[config.mk]
export PLATFORM = sky130hd
export DESIGN_NAME = rice_encoder_packer_flat
export DESIGN_NICKNAME = d
export VERILOG_FILES = /design/src/rtl/rice_encoder_packer_if.sv /design/src/rtl/rice_encoder_packer.sv /design/src/flat_wrapper.sv
export SDC_FILE = /design/constraint.sdc
export NUM_CORES = 1
export LEC_CHECK = 0
export CAP_MARGIN = 20
export CORE_MARGIN = 3
export CORE_UTILIZATION = 50
export CTS_CLUSTER_SIZE = 24
export DETAILED_ROUTE_END_ITERATION = 10
export GPL_TIMING_DRIVEN = 0
export PLACE_DENSITY = 0.69
export SLEW_MARGIN = 20
export SYNTH_ARGS = -nofsm -noshare
export SYNTH_HDL_FRONTEND = slang
export SYNTH_SLANG_ARGS = --single-unit
[constraint.sdc]
create_clock -name clk_i -period 8.7 [get_ports clk_i]
set_input_delay 2.61 -clock clk_i [delete_from_list [all_inputs] [get_ports clk_i]]
set_output_delay 2.61 -clock clk_i [all_outputs]
set_load 0.01 [all_outputs]
[src/rtl/rice_encoder_packer_if.sv]
// Valid/ready symbol input and packed-word output bundle of the Rice encoder packer.
interface rice_encoder_packer_if #(
    parameter int W_VAL = 16,
    parameter int W_OUT = 32,
    parameter int K_MAX = 8
);
    localparam int KW = $clog2(K_MAX + 1);

    logic             in_valid;
    logic             in_ready;
    logic [W_VAL-1:0] in_val;
    logic [KW-1:0]    in_k;
    logic             in_flush;
    logic             out_valid;
    logic             out_ready;
    logic [W_OUT-1:0] out_word;
    logic             out_last;

    modport master (
        output in_valid, in_val, in_k, in_flush, out_ready,
        input  in_ready, out_valid, out_word, out_last
    );

    modport slave (
        input  in_valid, in_val, in_k, in_flush, out_ready,
        output in_ready, out_valid, out_word, out_last
    );
endinterface

[src/rtl/rice_encoder_packer.sv]
// Rice encoder: unary prefix (escaped to raw bits when long), terminator, remainder, packed MSB-first.
// Optional stat_bits_o/stat_escapes_o counters exist only when RICE_ENC_STATS_EN is defined.
module rice_encoder_packer #(
    parameter int W_VAL = 16,
    parameter int W_OUT = 32,
    parameter int K_MAX = 8,
    parameter int Q_ESC = 24
) (
    input  logic clk_i,
    input  logic rst_i,
    rice_encoder_packer_if.slave bus
`ifdef RICE_ENC_STATS_EN
    ,
    output logic [31:0] stat_bits_o,
    output logic [15:0] stat_escapes_o
`endif
);
    localparam int KW = $clog2(K_MAX + 1);
    localparam int CW = $clog2(W_OUT + 1);

    // states: IDLE wait request | PREFIX ones | SUFFIX zero+remainder | ESC raw value | FLUSH pad out
    localparam logic [2:0] S_IDLE   = 3'd0;
    localparam logic [2:0] S_PREFIX = 3'd1;
    localparam logic [2:0] S_SUFFIX = 3'd2;
    localparam logic [2:0] S_ESC    = 3'd3;
    localparam logic [2:0] S_FLUSH  = 3'd4;

    logic [2:0]       state_q, state_d;
    logic [CW-1:0]    fill_q, fill_d;
    logic [CW-1:0]    rem_q, rem_d;
    logic [W_OUT-1:0] acc_q, acc_d;
    logic             esc_q, esc_d;
    logic [KW-1:0]    k_q, k_d;
    logic [W_VAL-1:0] r_q, r_d;
    logic [W_VAL-1:0] raw_q, raw_d;
    logic             out_valid_q, out_valid_d;
    logic [W_OUT-1:0] out_word_q, out_word_d;
    logic             out_last_q, out_last_d;

    logic [KW-1:0]    k_eff;
    logic [W_VAL-1:0] q_in, r_in;
    logic             q_is_esc, accept, appending, fld_done;
    logic [CW-1:0]    space, n_bits, fill_add;
    logic [W_OUT-1:0] fld, chunk, placed, acc_app;

    assign k_eff    = (bus.in_k > KW'(K_MAX)) ? KW'(K_MAX) : bus.in_k;
    assign q_in     = bus.in_val >> k_eff;
    assign r_in     = bus.in_val & ~({W_VAL{1'b1}} << k_eff);
    assign q_is_esc = (int'(q_in) >= Q_ESC);

    assign bus.in_ready  = (state_q == S_IDLE) && !out_valid_q;
    assign bus.out_valid = out_valid_q;
    assign bus.out_word  = out_word_q;
    assign bus.out_last  = out_last_q;

    assign accept    = bus.in_valid && bus.in_ready;
    assign appending = !out_valid_q &&
                       (state_q == S_PREFIX || state_q == S_SUFFIX || state_q == S_ESC);

    // Take the next n_bits of the current field (counted down by rem_q) and drop them below fill.
    assign space    = CW'(W_OUT) - fill_q;
    assign n_bits   = (rem_q < space) ? rem_q : space;
    assign chunk    = (fld >> (rem_q - n_bits)) & ({W_OUT{1'b1}} >> (CW'(W_OUT) - n_bits));
    assign placed   = chunk << (space - n_bits);
    assign acc_app  = acc_q | placed;
    assign fill_add = fill_q + n_bits;
    assign fld_done = (rem_q == n_bits);

    always_comb begin
        fld = '0;
        case (state_q)
            S_PREFIX: fld = '1;
            S_SUFFIX: fld = W_OUT'(r_q);
            S_ESC:    fld = W_OUT'(raw_q);
            default:  fld = '0;
        endcase
    end

    always_comb begin
        state_d     = state_q;
        fill_d      = fill_q;
        rem_d       = rem_q;
        acc_d       = acc_q;
        esc_d       = esc_q;
        k_d         = k_q;
        r_d         = r_q;
        raw_d       = raw_q;
        out_valid_d = out_valid_q;
        out_word_d  = out_word_q;
        out_last_d  = out_last_q;

        if (out_valid_q && bus.out_ready) begin
            out_valid_d = 1'b0;
            out_last_d  = 1'b0;
            fill_d      = '0;
            acc_d       = '0;
        end

        case (state_q)
            S_IDLE: begin
                if (accept) begin
                    if (bus.in_flush) begin
                        state_d = S_FLUSH;
                    end else begin
                        k_d   = k_eff;
                        r_d   = r_in;
                        raw_d = bus.in_val;
                        esc_d = q_is_esc;
                        if (q_is_esc) begin
                            rem_d   = CW'(Q_ESC);
                            state_d = S_PREFIX;
                        end else if (q_in != '0) begin
                            rem_d   = CW'(q_in);
                            state_d = S_PREFIX;
                        end else begin
                            rem_d   = CW'(k_eff) + CW'(1);
                            state_d = S_SUFFIX;
                        end
                    end
                end
            end
            S_PREFIX, S_SUFFIX, S_ESC: begin
                if (appending) begin
                    acc_d  = acc_app;
                    fill_d = fill_add;
                    rem_d  = rem_q - n_bits;
                    if (fill_add == CW'(W_OUT)) begin
                        out_valid_d = 1'b1;
                        out_word_d  = acc_app;
                        out_last_d  = 1'b0;
                    end
                    if (fld_done) begin
                        if (state_q == S_PREFIX && esc_q) begin
                            state_d = S_ESC;
                            rem_d   = CW'(W_VAL);
                        end else if (state_q == S_PREFIX) begin
                            state_d = S_SUFFIX;
                            rem_d   = CW'(k_q) + CW'(1);
                        end else begin
                            state_d = S_IDLE;
                        end
                    end
                end
            end
            S_FLUSH: begin
                if (out_valid_q) begin
                    if (bus.out_ready) state_d = S_IDLE;
                end else if (fill_q != '0) begin
                    out_valid_d = 1'b1;
                    out_word_d  = acc_q;
                    out_last_d  = 1'b1;
                end else begin
                    state_d = S_IDLE;
                end
            end
            default: state_d = S_IDLE;
        endcase
    end

    always_ff @(posedge clk_i) begin
        if (rst_i) begin
            state_q     <= S_IDLE;
            fill_q      <= '0;
            rem_q       <= '0;
            acc_q       <= '0;
            esc_q       <= 1'b0;
            k_q         <= '0;
            r_q         <= '0;
            raw_q       <= '0;
            out_valid_q <= 1'b0;
            out_word_q  <= '0;
            out_last_q  <= 1'b0;
        end else begin
            state_q     <= state_d;
            fill_q      <= fill_d;
            rem_q       <= rem_d;
            acc_q       <= acc_d;
            esc_q       <= esc_d;
            k_q         <= k_d;
            r_q         <= r_d;
            raw_q       <= raw_d;
            out_valid_q <= out_valid_d;
            out_word_q  <= out_word_d;
            out_last_q  <= out_last_d;
        end
    end

`ifdef RICE_ENC_STATS_EN
    logic [31:0] stat_bits_q, stat_bits_d;
    logic [15:0] stat_esc_q, stat_esc_d;
    logic [32:0] bits_sum;

    assign bits_sum = {1'b0, stat_bits_q} + 33'(n_bits);

    always_comb begin
        stat_bits_d = stat_bits_q;
        stat_esc_d  = stat_esc_q;
        if (appending) stat_bits_d = bits_sum[32] ? '1 : bits_sum[31:0];
        if (accept && !bus.in_flush && q_is_esc && stat_esc_q != '1)
            stat_esc_d = stat_esc_q + 16'd1;
    end

    always_ff @(posedge clk_i) begin
        if (rst_i) begin
            stat_bits_q <= '0;
            stat_esc_q  <= '0;
        end else begin
            stat_bits_q <= stat_bits_d;
            stat_esc_q  <= stat_esc_d;
        end
    end

    assign stat_bits_o    = stat_bits_q;
    assign stat_escapes_o = stat_esc_q;
`endif
endmodule

[src/flat_wrapper.sv]
// flat-port wrapper written by rule: the top's interface ports become plain ports
module rice_encoder_packer_flat 
#(
    parameter int W_VAL = 16,
    parameter int W_OUT = 32,
    parameter int K_MAX = 8,
    parameter int Q_ESC = 24
)
  (clk_i, rst_i, bus_in_valid, bus_in_val, bus_in_k, bus_in_flush, bus_out_ready, bus_in_ready, bus_out_valid, bus_out_word, bus_out_last);
  rice_encoder_packer_if #(.W_VAL(W_VAL), .W_OUT(W_OUT), .K_MAX(K_MAX)) bus_i ();
  input  logic clk_i;
  input  logic rst_i;
  input wire logic [$bits(bus_i.in_valid)-1:0] bus_in_valid;
  input wire logic [$bits(bus_i.in_val)-1:0] bus_in_val;
  input wire logic [$bits(bus_i.in_k)-1:0] bus_in_k;
  input wire logic [$bits(bus_i.in_flush)-1:0] bus_in_flush;
  input wire logic [$bits(bus_i.out_ready)-1:0] bus_out_ready;
  output wire logic [$bits(bus_i.in_ready)-1:0] bus_in_ready;
  output wire logic [$bits(bus_i.out_valid)-1:0] bus_out_valid;
  output wire logic [$bits(bus_i.out_word)-1:0] bus_out_word;
  output wire logic [$bits(bus_i.out_last)-1:0] bus_out_last;
  assign bus_i.in_valid = bus_in_valid;
  assign bus_i.in_val = bus_in_val;
  assign bus_i.in_k = bus_in_k;
  assign bus_i.in_flush = bus_in_flush;
  assign bus_i.out_ready = bus_out_ready;
  assign bus_in_ready = bus_i.in_ready;
  assign bus_out_valid = bus_i.out_valid;
  assign bus_out_word = bus_i.out_word;
  assign bus_out_last = bus_i.out_last;
  rice_encoder_packer #(.W_VAL(W_VAL), .W_OUT(W_OUT), .K_MAX(K_MAX), .Q_ESC(Q_ESC)) u_core (.clk_i(clk_i), .rst_i(rst_i), .bus(bus_i));
endmodule
-- Word-level counts from Yosys, hierarchy flattened
Cells that the tools add are included.
- flip-flop bits (word level): 118
- input bits: 25
- output and inout bits: 35
- word-level logic and storage cells: 111
- $add $sub $neg: 7
- magnitude comparators: 3
- equal/unequal tests: 15
- shift operators: 5
- mux-type cells: 47
- bitwise logic cells: 5
- reduce and logical (&&, ||, !) cells: 18
- operators by type and width (operator ; number):
    $mux W32 ; 7
    $pmux W32 S3 ; 1
    $mux W6 ; 12
    $pmux W32 S2 ; 1
    $and A32 B32 Y32 ; 1
    $or A32 B32 Y32 ; 1
    $shl A32 B6 Y32 ; 1
    $shr A32 B6 Y32 ; 1
    $shr A32 B6 Y32 const A ; 1
    $mux W3 ; 9
    $and A16 B16 Y16 ; 1
    $ge A16 B5 Y1 const B ; 1
    $not A16 Y16 ; 1
    $reduce_bool A16 Y1 ; 1
    $shl A16 B4 Y16 const A ; 1
    $shr A16 B4 Y16 ; 1
    $pmux W6 S2 ; 1
    $sub A6 B6 Y6 ; 2
    $sub A6 B6 Y6 const A ; 2
    $add A4 B1 Y5 const B ; 2
    $mux W1 ; 10
    $ne A2 B1 Y1 const B ; 5
    $reduce_and A5 Y1 ; 2
    $pmux W3 S3 ; 1
    other kinds (24) ; 34

-- Logic depth before layout (Yosys ltp)
- word-level depth: 11
- mapped depth: 29
- gate-level depth less buffers: 24

-- Least setup slack after synthesis
OpenSTA, ideal clock, no wires.
- kind: flip-flop to flip-flop
- from: reg u_core.fill_q[0]
- to: reg u_core.out_word_q[30] (netlist: u_core.bus.out_word[30])
- setup time: 0.129 ns
- arrival time: 6.793 ns
- required time: 8.571 ns
- setup slack: 1.778 ns
- cell stages (with the launch flop): 29
- path buffers: 4
- period minus slack after synthesis: 6.922 ns
- cells stage by stage: dfxtp_1 > buf_2 > inv_1 > ha_1 > xnor2_2 > inv_2 > ha_1 > a21o_1 > a31oi_1 > a211o_2 > o21ai_4 > buf_6 > mux2i_1 > ha_1 > clkbuf_1 > inv_1 > maj3_1 > maj3_1 > o21ai_1 > o31a_1 > buf_4 > o211ai_2 > o21ai_1 > a221o_1 > nor2_1 > a311o_1 > mux4_2 > a2111oi_2 > a21oi_1
- cells in the longest elaborated chain, start to end: 11
- elaborated cells between the ends (all ways): 20
- classes of those cells: 5 x add/sub; 1 x order compare; 3 x eq/ne; 3 x shift; 4 x mux; 2 x bitwise; 2 x reduce/logical
- ends and longest elaborated chain (element ; RTL line ; RTL):
    from (decl) ; rice_encoder_packer.sv:29 ; logic [CW-1:0] fill_q, fill_d;
    from (signal assigned) ; rice_encoder_packer.sv:175 ; fill_q <= fill_d;
    $sub A6 B6 Y6 ; rice_encoder_packer.sv:61 ; assign space = CW'(W_OUT) - fill_q;
    $lt A6 B6 Y1 ; rice_encoder_packer.sv:62 ; assign n_bits = (rem_q < space) ? rem_q : space;
    $mux W6 ; rice_encoder_packer.sv:62 ;
    $sub A6 B6 Y6 ; rice_encoder_packer.sv:63 ; assign chunk = (fld >> (rem_q - n_bits)) & ({W_OUT{1'b1}} >> (CW'(W_OUT) - n_bits));
    $shr A32 B6 Y32 ; rice_encoder_packer.sv:63 ;
    $and A32 B32 Y32 ; rice_encoder_packer.sv:63 ;
    $shl A32 B6 Y32 ; rice_encoder_packer.sv:64 ; assign placed = chunk << (space - n_bits);
    $or A32 B32 Y32 ; rice_encoder_packer.sv:65 ; assign acc_app = acc_q | placed;
    $mux W32 ; rice_encoder_packer.sv:127 ; if (fill_add == CW'(W_OUT)) begin
    $mux W32 ; rice_encoder_packer.sv:123 ; if (appending) begin
    $pmux W32 S2 ; rice_encoder_packer.sv:99 ; case (state_q)
    to (signal assigned) ; rice_encoder_packer.sv:183 ; out_word_q <= out_word_d;
    to (decl) ; rice_encoder_packer.sv:37 ; logic [W_OUT-1:0] out_word_q, out_word_d;
Several ways; a longest one is shown, not always the timed one. The select of a mux whose other input is x is not followed.
A chain may end at the register's enable or synchronous reset.

-- Final worst setup path
- from: reg u_core.fill_q[0]
- to: reg u_core.out_word_q[18] (netlist: u_core.bus.out_word[18])
The elaborated chain is that of the path after synthesis.

==> summary.md <==
| Metric | Value |
|---|---|
| Outcome | `complete, no violations` |
| Routability cong. | `just over 1` |
| Clk buf depth | `2` |
| Setup Viol. Count Final | `0` |
| Post-synth EDFFs | `0` |
| Cell Rows | `53` |
| Via count | `13,100` |
| Most frequent cell after synthesis | `nand2_1` |
| Clk root buf | `clkbuf_16` |
| Synth Register Bits | `117` |
| PnR worst setup slack | `between 200 and 300 ps` |
| Clock Skews | `15.5 ps` |
| Final min period | `8430 ps` |
| Gr usage total | `between 30% and 40%` |
| Synth top area share | `between 20 and 25%` |
| Place WS | `-48.5 ps` |
| Synth area leaders | `dfxtp_1, a21oi_1, nand2_1` |
| Total Wirelength | `44,800 um` |
| Design Area, Final | `12,500 um^2` |
| Hold Crit Class | `reg -> reg` |
| Die Y | `154 um` |
| Vias in the first global route | `11,900` |
| Pin count of the biggest net entering global routing | `17` |
| CTS Sinks | `117` |
| Register area share after synthesis | `21.5%` |
| Port buffer count | `55` |
| H-tree depth | `4` |
| WP data arrival | `8790 ps` |
| CP Launch Type | `flip-flop` |
| Worst Path Max Fanout | `10` |
| CTS tree | `done` |
| Fin crit share | `between 90 and 100%` |
| Wire per inst | `about 24 um` |
| Core outline area | `21,200 um^2` |
| Clock-pin slew on the worst setup and hold paths | `70 ps` |
| Synth Flop Type | `dfxtp_1` |
| Layout cells sized above 1 | `8.97%` |
| Cell taking the most area after synthesis | `dfxtp_1` |
| Hold WS | `452 ps` |
| Vias per cell | `6.95` |
| Syn_nets | `1,571` |
| Final Util | `59.0%` |
| Register-to-Register Path Depth | `28` |
| Slew headroom | `31.7%` |
| # hold bufs at CTS | `0` |
| DPL Wire Length | `between 30,000 and 40,000 um` |
| Crit. End Element | `flip-flop` |
| Distinct cells, synth | `96` |
| Mapped Cells | `about 1,500` |
| 1st-iter DRT viols | `1,825` |
| Tightest Pin Transition | `slightly above 1000 ps` |
| Area growth syn-to-layout | `14.9%` |
| Fmax | `between 100 and 150 MHz` |
| Layout fillers | `roughly 2,100` |
| First-pass GRT wire length | `between 60,000 and 70,000 um` |
| Clk_lat worst skew | `430 ps` |
| GRT overflow | `0` |
| Mapped Area | `10,900 um^2` |
| Antenna violations before repair | `0` |
| Initial cell density of the core | `51.3%` |
| Nets | `1,650` |
| TritonCTS Buffers | `17` |
| Max_cap viols | `0` |
| DRC | `0` |
| Ant diodes | `0` |
| Hold Violations, Final | `0` |
| Yosys warnings | `0` |
| Detailed Routing Iterations Pass 1 | `6` |
| Slew Limit Fails | `0` |
| Slowest cell on crit path | `o21ai_0` |
| WP data required | `around 9100 ps` |
| Ys async rst share | `0%` |
| RSZ-0062 raised after global routing | `no` |
| Most used cell, CP | `ha_1` |
| Avg Inst Size Synth | `7.15 um^2` |
| Critical path's largest stage delay | `560 ps` |
| Die Area | `23,600 um^2` |
| Hold path depth | `2` |
| Io pins | `60` |
| Dpl cell area | `11,800 um^2` |
| Die W | `154 um` |
| Most frequent cells after synthesis | `nand2_1, a21oi_1, nor2_1` |
| WS Path Type | `reg -> reg` |
| Post-route ant nets | `0` |
## path summary, 6_finish.rpt
check	start	endpoint	slack, ps
max reg2reg	u_core.fill_q[0]$_SDFF_PP0_	u_core.bus.out_word[18]$_SDFFE_PP0P_	270
min	u_core.r_q[6]$_SDFFE_PP0P_	u_core.r_q[6]$_SDFFE_PP0P_	450
max	u_core.fill_q[0]$_SDFF_PP0_	u_core.bus.out_word[18]$_SDFFE_PP0P_	270
min reg2reg	u_core.r_q[6]$_SDFFE_PP0P_	u_core.r_q[6]$_SDFFE_PP0P_	450
## stage by stage
stage          instances  setup TNS [ps]
3_5_place_dp        1854            -117
4_1_cts             1886               0
2_1_floorplan       1524               0
5_1_grt             1891               0
3_3_place_gp        1854            -438
6_report            1891               0
## cell usage in the layout, fill, tap and decap left out, types with 9 or more instances in the layout
| cell type | Yosys | routed |
|---|---|---|
| or3_1 | 12 | 12 |
| buf_2 | 20 | 21 |
| o2111ai_1 | 16 | 16 |
| o31ai_1 | 11 | 11 |
| a21o_1 | 16 | 16 |
| o21ai_0 | 107 | 107 |
| o32ai_1 | 12 | 11 |
| ha_1 | 22 | 22 |
| nand2b_1 | 15 | 15 |
| clkbuf_1 | 82 | 82 |
| clkdlybuf4s50_1 | 0 | 55 |
| mux2i_1 | 56 | 55 |
| a21oi_1 | 163 | 163 |
| a211oi_1 | 26 | 24 |
| xnor2_1 | 11 | 11 |
| a31oi_1 | 28 | 28 |
| inv_1 | 45 | 45 |
| a22oi_1 | 14 | 13 |
| o21ai_1 | 11 | 10 |
| nor2_1 | 144 | 143 |
| o211ai_1 | 31 | 31 |
| o22ai_1 | 30 | 30 |
| dfxtp_1 | 117 | 117 |
| a311oi_1 | 12 | 12 |
| nor4_1 | 11 | 10 |
| clkbuf_16 | 0 | 17 |
| nand3_1 | 46 | 46 |
| and3_1 | 13 | 13 |
| nor3_1 | 56 | 56 |
| a32oi_1 | 11 | 10 |
| buf_1 | 9 | 9 |
| mux2_2 | 12 | 12 |
| o221ai_1 | 15 | 15 |
| nand2_1 | 171 | 171 |
## sequential cells by signal, summed over array words and instances (netlist names)
name and count:
u_core.acc_q 32, u_core.bus.out_word 32, u_core.raw_q 16, u_core.r_q 15, u_core.fill_q 6, u_core.rem_q 6, u_core.k_q 4, u_core.state_q 3
u_core.bus.out_last 1, u_core.bus.out_valid 1, u_core.esc_q 1
## metal layers
metal | global-route usage, % | wire length [um]
met4 | 12.7 | 1680
met5 | 0 | 0
met1 | 50.1 | 19100
met2 | 53.9 | 19000
met3 | 9.43 | 5070
## critical path, delay by kind of cell (launching register included)
| family | cells | cell delay [ps] |
|---|---|---|
| muxes | 1 | 380 |
| xor gates and xnor gates | 1 | 310 |
| AOI/OAI and AO/OA | 11 | 3100 |
| buffers and inverters | 7 | 1590 |
| DFF | 1 | 330 |
| and+or+nand+nor | 3 | 900 |
| adders and majority gates | 5 | 1710 |
## logic make-up (layout without fill, tap and decap cells)
family	after synthesis	count (layout)	synth area share, %
DFF	117	117	21.5
and+or+nand+nor	522	522	22.6
xor gates and xnor gates	18	18	1.90
adders and majority gates	25	25	2.80
AOI/OAI and AO/OA	599	599	37.1
buffers and inverters	168	260	6.26
muxes	75	75	7.83
## layout make-up
cell class              instances  area (um^2)  area share, %
multi-input cells            1239         7950           63.5
flip-flops and latches        117         2340           18.7
repair buffers                 60          586           4.68
plain buffers                 116          487           3.89
clock buffers                  17          425           3.40
well taps                     275          344           2.75
inverters                      52          195           1.56
clock inverters                15          184           1.47
## timing repair
| action | 4_1_cts | 5_1_grt |
|---|---|---|
| setup endpoints to repair | 4 | 54 |
| cloned | 0 | 0 |
| pin swaps | 0 | 1 |
| gates resized for setup | 1 | 11 |
| buffers inserted | 0 | 4 |
Power is left out: the tool's default activity adds up to more than one toggle a clock period on the data nets, which glitch-free logic cannot reach.
